### src/rtl/mem_arb_pkg.sv
// Shared types and constants for the RAM arbiter between the program loader and the CPU.
package mem_arb_pkg;

    typedef enum logic [1:0] {
        IDLE    = 2'd0,
        ISSUE   = 2'd1,
        RD_WAIT = 2'd2
    } state_t;

    localparam logic REQ_LOADER = 1'b0;
    localparam logic REQ_CPU    = 1'b1;

    // Holds RD_LATENCY-1, so 3 bits cover latencies 1..8.
    localparam int LAT_CNT_W = 3;

    localparam int STAT_W = 16;

    // Increment by one when enabled, sticking at all-ones.
    function automatic logic [STAT_W-1:0] sat_inc(input logic [STAT_W-1:0] v, input logic en);
        return (en && (v != '1)) ? v + STAT_W'(1) : v;
    endfunction

endpackage

### src/rtl/mem_arb_stats.sv
// Saturating grant and conflict counters for the RAM arbiter (built only with MEM_ARB_STATS_EN).
module mem_arb_stats
    import mem_arb_pkg::*;
(
    input  logic              clock,
    input  logic              reset,
    input  logic [1:0]        gnt,
    input  logic              conflict,
    output logic [STAT_W-1:0] gnt_count0,
    output logic [STAT_W-1:0] gnt_count1,
    output logic [STAT_W-1:0] conflict_count
);

    logic [STAT_W-1:0] gnt_count0_q, gnt_count0_d;
    logic [STAT_W-1:0] gnt_count1_q, gnt_count1_d;
    logic [STAT_W-1:0] conflict_count_q, conflict_count_d;

    // Next counter values: bump on each event, hold at full scale.
    always_comb begin
        gnt_count0_d     = sat_inc(gnt_count0_q, gnt[0]);
        gnt_count1_d     = sat_inc(gnt_count1_q, gnt[1]);
        conflict_count_d = sat_inc(conflict_count_q, conflict);
    end

    // Counter registers, cleared by reset.
    always_ff @(posedge clock or negedge reset) begin
        if (!reset) begin
            gnt_count0_q     <= '0;
            gnt_count1_q     <= '0;
            conflict_count_q <= '0;
        end else begin
            gnt_count0_q     <= gnt_count0_d;
            gnt_count1_q     <= gnt_count1_d;
            conflict_count_q <= conflict_count_d;
        end
    end

    assign gnt_count0     = gnt_count0_q;
    assign gnt_count1     = gnt_count1_q;
    assign conflict_count = conflict_count_q;

endmodule

### src/rtl/mem_arbiter.sv
// Round-robin arbiter sharing the single-port system RAM between the loader (0) and the CPU (1).
// One transaction in flight at a time; reads wait RD_LATENCY cycles for ram_rdata.
// Define MEM_ARB_STATS_EN to add the grant/conflict counter outputs.
module mem_arbiter
    import mem_arb_pkg::*;
#(
    parameter int ADDR_W     = 16,
    parameter int DATA_W     = 16,
    parameter int RD_LATENCY = 1
) (
    input  logic                clock,
    input  logic                reset,
    input  logic [1:0]          req,
    input  logic [1:0]          write,
    input  logic [2*ADDR_W-1:0] addr,
    input  logic [2*DATA_W-1:0] wdata,
    output logic [1:0]          gnt,
    output logic [1:0]          rvalid,
    output logic [DATA_W-1:0]   rdata,
    output logic                ram_en,
    output logic                ram_write,
    output logic [ADDR_W-1:0]   ram_addr,
    output logic [DATA_W-1:0]   ram_wdata,
    input  logic [DATA_W-1:0]   ram_rdata
`ifdef MEM_ARB_STATS_EN
    ,
    output logic [STAT_W-1:0]   gnt_count0,
    output logic [STAT_W-1:0]   gnt_count1,
    output logic [STAT_W-1:0]   conflict_count
`endif
);

    localparam logic [LAT_CNT_W-1:0] LAT_INIT = LAT_CNT_W'(RD_LATENCY - 1);

    state_t                 state_q, state_d;
    // Also identifies the owner of the transaction in flight.
    logic                   last_winner_q, last_winner_d;
    logic [LAT_CNT_W-1:0]   lat_cnt_q, lat_cnt_d;
    logic [1:0]             gnt_q, gnt_d;
    logic [1:0]             rvalid_q, rvalid_d;
    logic [DATA_W-1:0]      rdata_q, rdata_d;
    logic                   ram_en_q, ram_en_d;
    logic                   ram_write_q, ram_write_d;
    logic [ADDR_W-1:0]      ram_addr_q, ram_addr_d;
    logic [DATA_W-1:0]      ram_wdata_q, ram_wdata_d;
    logic                   winner;

    // Pick the requester to serve: a lone requester wins, a tie goes to the one that did not win last.
    always_comb begin
        if (req == 2'b01) begin
            winner = REQ_LOADER;
        end else if (req == 2'b10) begin
            winner = REQ_CPU;
        end else begin
            winner = ~last_winner_q;
        end
    end

    // Next-state and output logic for the IDLE -> ISSUE -> (RD_WAIT) sequence.
    always_comb begin
        // NOTE: every output of this block gets a default first, so no path can infer a latch.
        state_d       = state_q;
        last_winner_d = last_winner_q;
        lat_cnt_d     = lat_cnt_q;
        gnt_d         = '0;
        rvalid_d      = '0;
        rdata_d       = rdata_q;
        ram_en_d      = 1'b0;
        ram_write_d   = ram_write_q;
        ram_addr_d    = ram_addr_q;
        ram_wdata_d   = ram_wdata_q;

        unique case (state_q)
            IDLE: begin
                if (req != 2'b00) begin
                    ram_en_d      = 1'b1;
                    ram_write_d   = write[winner];
                    ram_addr_d    = (winner == REQ_CPU) ? addr[ADDR_W +: ADDR_W] : addr[0 +: ADDR_W];
                    ram_wdata_d   = (winner == REQ_CPU) ? wdata[DATA_W +: DATA_W] : wdata[0 +: DATA_W];
                    gnt_d         = (winner == REQ_CPU) ? 2'b10 : 2'b01;
                    last_winner_d = winner;
                    state_d       = ISSUE;
                end
            end
            ISSUE: begin
                if (ram_write_q) begin
                    state_d = IDLE;
                end else begin
                    lat_cnt_d = LAT_INIT;
                    state_d   = RD_WAIT;
                end
            end
            RD_WAIT: begin
                if (lat_cnt_q == '0) begin
                    rdata_d  = ram_rdata;
                    rvalid_d = (last_winner_q == REQ_CPU) ? 2'b10 : 2'b01;
                    state_d  = IDLE;
                end else begin
                    lat_cnt_d = lat_cnt_q - 1'b1;
                end
            end
            default: begin
                state_d = IDLE;
            end
        endcase
    end

    // State and registered outputs; reset aborts any transaction in flight.
    always_ff @(posedge clock or negedge reset) begin
        if (!reset) begin
            state_q       <= IDLE;
            last_winner_q <= REQ_CPU;
            lat_cnt_q     <= '0;
            gnt_q         <= '0;
            rvalid_q      <= '0;
            rdata_q       <= '0;
            ram_en_q      <= 1'b0;
            ram_write_q   <= 1'b0;
            ram_addr_q    <= '0;
            ram_wdata_q   <= '0;
        end else begin
            // NOTE: non-blocking assignments so every flop samples pre-edge values.
            state_q       <= state_d;
            last_winner_q <= last_winner_d;
            lat_cnt_q     <= lat_cnt_d;
            gnt_q         <= gnt_d;
            rvalid_q      <= rvalid_d;
            rdata_q       <= rdata_d;
            ram_en_q      <= ram_en_d;
            ram_write_q   <= ram_write_d;
            ram_addr_q    <= ram_addr_d;
            ram_wdata_q   <= ram_wdata_d;
        end
    end

    assign gnt       = gnt_q;
    assign rvalid    = rvalid_q;
    assign rdata     = rdata_q;
    assign ram_en    = ram_en_q;
    assign ram_write = ram_write_q;
    assign ram_addr  = ram_addr_q;
    assign ram_wdata = ram_wdata_q;

`ifdef MEM_ARB_STATS_EN
    mem_arb_stats u_stats (
        .clock          (clock),
        .reset          (reset),
        .gnt            (gnt_q),
        .conflict       ((state_q == IDLE) && (req == 2'b11)),
        .gnt_count0     (gnt_count0),
        .gnt_count1     (gnt_count1),
        .conflict_count (conflict_count)
    );
`endif

endmodule

### config.mk
export PLATFORM = sky130hd
export DESIGN_NAME = mem_arbiter
export DESIGN_NICKNAME = d
export VERILOG_FILES = /design/src/rtl/mem_arb_pkg.sv /design/src/rtl/mem_arb_stats.sv /design/src/rtl/mem_arbiter.sv
export SDC_FILE = /design/constraint.sdc
export NUM_CORES = 1
export LEC_CHECK = 0
export ABC_AREA = 1
export BUFFER_PORTS_ARGS = -buffer_cell sky130_fd_sc_hd__buf_2
export CAP_MARGIN = 30
export CORE_ASPECT_RATIO = 1.25
export CORE_MARGIN = 5
export CORE_UTILIZATION = 47
export DETAILED_ROUTE_END_ITERATION = 10
export GPL_TIMING_DRIVEN = 0
export PLACE_DENSITY = 0.83
export SLEW_MARGIN = 5
export SYNTH_ARGS = -nofsm -noshare
export SYNTH_HDL_FRONTEND = slang
export SYNTH_HIERARCHICAL = 1
export SYNTH_SLANG_ARGS = --single-unit
export TNS_END_PERCENT = 20
### constraint.sdc
create_clock -name clock -period 2.25 [get_ports clock]
set_clock_uncertainty 0.2 [all_clocks]
set_input_delay 0.1125 -clock clock [delete_from_list [all_inputs] [get_ports clock]]
set_output_delay 0.1125 -clock clock [all_outputs]
set_load 0.005 [all_outputs]
# [Word-level counts from Yosys, hierarchy flattened]
# Cells that the tools add are included.
# W data, S select, Z words.
[totals] reg_bits=60 input_bits=86 out_inout_bits=54 word_cells=50
[classes] addsub=1 order_cmp=1 n_eq_ne=8 n_mux=21 bitwise_logic=1 reduce_logical=8
[ops] cell="$mux W16" n=2
[ops] cell="$mux W2" n=9
[ops] cell="$ne A2 B2 Y1 const B" n=4
[ops] cell="$mux W1" n=6
[ops] cell="$mux W3" n=2
[ops] cell="$pmux W2 S3" n=1
[ops] cell="$pmux W3 S2" n=1
[ops] cell="$reduce_and A2 Y1" n=3
[ops] cell="$eq A2 B1 Y1 const B" n=2
[ops] cell="$eq A2 B2 Y1 const B" n=2
[ops] cell="$reduce_bool A2 Y1" n=2
[ops] cell="$logic_not A3 Y1" n=1
[ops] cell="$reduce_and A3 Y1" n=1
[ops] cell="$sub A3 B1 Y3 const B" n=1
[ops] cell="$logic_not A2 Y1" n=1
[ops] cell="$lt A1 B2 Y1 const B" n=1
[ops] cell="$not A1 Y1" n=1

# [Depth between registers and ports, before layout]
[logic_depth] ltp_word=6 mapped_depth=9 ltp_nobuf=8

# [Worst setup path after synthesis]
# Ideal clock, no wire load.
[synth_path] path_type="register -> register" startpoint="register lat_cnt_q[0]" endpoint="register rdata_q[10] (netlist: rdata[10])" arrival_time_ns=1.297 path_slack_ns=0.687 stages_incl_launch_ff=9 path_buffers=2 synth_period_minus_slack_ns=1.563 path_cell_list="dfrtp_1 inv_1 ha_1 ha_1 buf_2 nand2_2 buf_2 nand2_1 nand2_1"
[synth_between] elab_chain_len=2
[synth_lines] element="start: declaration" line_no="mem_arbiter.sv:38" text="logic [LAT_CNT_W-1:0] lat_cnt_q, lat_cnt_d;"
[synth_lines] element="start signal: assignment" line_no="mem_arbiter.sv:125" text="lat_cnt_q <= lat_cnt_d;"
[synth_lines] element="$logic_not A3 Y1" line_no="mem_arbiter.sv:94" text="if (lat_cnt_q == '0) begin"
[synth_lines] element="$reduce_and A2 Y1 (no source line)"
[synth_lines] element="end signal: assignment" line_no="mem_arbiter.sv:128" text="rdata_q <= rdata_d;"
[synth_lines] element="end: declaration" line_no="mem_arbiter.sv:41" text="logic [DATA_W-1:0] rdata_q, rdata_d;"
# Every way passes these cells.
# A chain may end at the register's enable or synchronous reset.

# [Worst setup path in the final report]
[layout_path] startpoint="register last_winner_q" endpoint="register ram_addr_q[3] (netlist: ram_addr[3])"
[layout_between] elab_chain_len=4
[layout_lines] element="start: declaration" line_no="mem_arbiter.sv:37" text="logic last_winner_q, last_winner_d;"
[layout_lines] element="start signal: assignment" line_no="mem_arbiter.sv:124" text="last_winner_q <= last_winner_d;"
[layout_lines] element="$not A1 Y1" line_no="mem_arbiter.sv:55" text="winner = ~last_winner_q;"
[layout_lines] element="$mux W1" line_no="mem_arbiter.sv:52" text="end else if (req == 2'b10) begin"
[layout_lines] element="$mux W1" line_no="mem_arbiter.sv:50" text="if (req == 2'b01) begin"
[layout_lines] element="$mux W16" line_no="mem_arbiter.sv:78" text="ram_addr_d = (winner == REQ_CPU) ? addr[ADDR_W +: ADDR_W] : addr[0 +: ADDR_W];"
[layout_lines] element="end signal: assignment" line_no="mem_arbiter.sv:131" text="ram_addr_q <= ram_addr_d;"
[layout_lines] element="end: declaration" line_no="mem_arbiter.sv:44" text="logic [ADDR_W-1:0] ram_addr_q, ram_addr_d;"
# Every way passes these cells.

==> reports/metrics.yaml <==
clocking:
  cts_tree: "done"
  cts-root-buf: "clkbuf_8"
  htree_num_levels: 3
  clock-sinks: 60
  ctsResizeCount: 0
  clkLatencyLatePin_ps: 340
  clock_path_buffers: 2
  clkSlewWorstSetupHoldPaths_ps: 80
  cts_buffers: 9
die:
  die_h_um: 99.15
  ios: 140
  start_util_pct: 48.46
  dieWidth_um: 81.32
  rows: 32
  core_area_mm2: 0.006166
  dieArea_mm2: 0.008062
timing:
  maxSlewViolCount: 0
  fmax_mhz: 468.2
  rsz0062_at_grt: "no"
  setup_ws_ps: 114.0
  fin_crit_ps: 2136
  finalSetupTns_ps: 0
  setup_viol: 0
  tightest_slew_ps: 496.2
  period_share_pct: 94.93
  max_slew_margin_pct: 66.92
  final_hold_viol_count: 0
grt:
  grt_pass1_wl_um: 16420
  grt_pass1_vias: 3720
  grt_max_degree: 41
  grt_overflow: 0
  antenna_found_initial: 2
  grt.total_usage_pct: 26.52
place:
  io_buffer_count: 139
  dp_slack_ps: 470.8
  gp_congestion: 0.7383
  dp_hpwl_um: 6090
power:
  irDropWorstVdd_mv: 0.5750
  leakage_nw: 2.803
  p_per_area_mw_per_mm2: 1097
synthesis:
  ys_seq_elements: 60
  yosys.area.top_type: "dfrtp_1"
  synth_top_area_share_pct: 49.41
  yosysMostFrequentCell: "nand2_1"
  synthesis.nets: 482
  async_flop_share_pct: 100.0
  ys_top_cells_by_area: "dfrtp_1, nand2_1, nand3_1, inv_1, buf_2"
  avgSynthCellArea_um2: 7.583
  ys_seq_area_share_pct: 50.29
  syn-cell-area_mm2: 0.002988
  yosys-top-cells-count: "nand2_1, nand3_1, inv_1, dfrtp_1, buf_2"
  yosysWarnings: 6
  synth_cells: 394
  synth_edf_count: 0
  yosys.cell_types.count: 21
  yosys_most_used_dff: "dfrtp_1"
worst_setup_path:
  cp_max_fo: 10
  crit_path_end_kind: "register"
  path_class: "reg2reg"
  startpoint_type: "register"
  crit_arrival_ps: 2160
  worst_ep_required_time_ps: 2280
  cp_cell_sequence: "nand2_2 -> nand2_2 -> buf_4 -> nand2_1 -> nand3_1 -> dlygate4sd3_1 -> nand2_1"
  max_stage_delay_ps: 570
  slowest_stage: "dlygate4sd3_1"
detailed_routing:
  dr.pass1.iters: 4
  ant_nets: 0
  first_iter_violations: 138
  drcViolationCount: 0
  via_count: 3486
  avgRoutedWirePerCell_um: 14.18
  wirelength_um: 10230
  vias_per_cell: 4.835
hold_path:
  holdCritPathClass: "in2async"
cells_and_area:
  area_delta_synth_final_pct: 61.98
  drive_gt1_share_pct: 29.13
  nets: 718
flow_run:
  maxCapViolCount: 0
outcome:
  status: "finished clean"
## power breakdown
group | leakage, nW | switching, W | internal, W | total, W
Combinational | 1.98 | 0.00135 | 0.00122 | 0.00257
Clock | 0.0896 | 0.000452 | 0.000404 | 0.000855
Sequential | 0.738 | 0.000281 | 0.00160 | 0.00188
Total | 2.80 | 0.00208 | 0.00323 | 0.00531
## per-stage QoR
stage | instances | total power [W] | hold slack, ps | utilization, % | area [um2]
after global placement | 618 | 0.003931 | 145.7 | 61.47 | 3790
after floorplan | 394 | 0.003102 | -383.1 | - | 2988
final | 721 | 0.005308 | 69.64 | 78.49 | 4840
after detailed placement | 619 | 0.004019 | -97.52 | 61.79 | 3810
after global routing | 721 | 0.005718 | 125.1 | 78.49 | 4840
after CTS | 720 | 0.005265 | 74.93 | 78.45 | 4837
## per-layer routing
metal  part of all wire, %  track usage (%)  vias to the layer above
li1                      -                -                     1669
met1                    36            27.17                     1607
met2                    53            47.99                      156
met3                   5.6            4.348                       52
met4                   5.6            17.56                        2
met5                 0.078                0                        -
## worst max-delay path: cells and delay by family, from the launching register on
family | cells | cell delay (ps)
buf+inv | 2 | 760
flops | 1 | 560
simple gates | 5 | 500
## final cells by class
class	count	area, um2
Antenna cell	1	2.502
Buffer	19	127.6
Clock buffer	9	123.9
Clock inverter	7	52.55
Fill cell	428	1326
Inverter	76	285.3
Multi-Input combinational cell	239	1072
Sequential cell	60	1503
Tap cell	85	106.4
Timing Repair Buffer	225	1567
## kinds of logic (layout without fill, tap and decap cells)
group,after synthesis,after routing,synth area share [%]
AOI/OAI and AO/OA,5,5,1.005
adders and majority gates,2,2,0.8374
buffers and inverters,95,336,13.82
DFF,60,60,50.29
other,0,1,0
and+or+nand+nor,232,232,34.05
## worst paths after layout
kind	depth (start not counted)	to	slack [ps]	startpoint
setup reg to reg	7	ram_addr[3]$_DFFE_PN0P_	110	last_winner_q$_DFFE_PN1P_
hold / removal	2	ram_wdata[8]$_DFFE_PN0P_	70	reset
setup / recovery	7	ram_addr[3]$_DFFE_PN0P_	110	last_winner_q$_DFFE_PN1P_
max in group asynchronous	3	last_winner_q$_DFFE_PN1P_	1160	reset
min in group clock	2	rdata[7]$_DFFE_PN0P_	270	rdata[7]$_DFFE_PN0P_
hold reg to reg	2	rdata[7]$_DFFE_PN0P_	270	rdata[7]$_DFFE_PN0P_
## cell usage in the layout, fill, tap and decap left out, drive strengths merged
| cell type | Yosys | final |
|---|---|---|
| a21oi | 1 | 1 |
| buf | 18 | 158 |
| clkbuf | 1 | 10 |
| clkinv | 0 | 5 |
| clkinvlp | 0 | 1 |
| dfrtp | 59 | 59 |
| dfstp | 1 | 1 |
| diode | 0 | 1 |
| dlygate4sd3 | 0 | 85 |
| ha | 2 | 2 |
| inv | 76 | 77 |
| nand2 | 139 | 139 |
| nand3 | 84 | 84 |
| nand3b | 1 | 1 |
| nor2 | 6 | 6 |
| nor3 | 1 | 1 |
| o21ai | 3 | 3 |
| o22ai | 1 | 1 |
| or2 | 1 | 1 |
## registers in the layout, indices dropped and copies added (netlist names)
signal / flops
ram_wdata: 16
ram_write: 1
lat_cnt_q: 3
last_winner_q: 1
ram_en: 1
rvalid: 2
gnt: 2
state_q: 2
ram_addr: 16
rdata: 16
## what timing repair did
item,4_1_cts,5_1_grt
endpoints found under the hold margin,110,0
hold buffers,85,0
setup buffers,0,0
No activity file was read; power rests on OpenSTA's default activity.
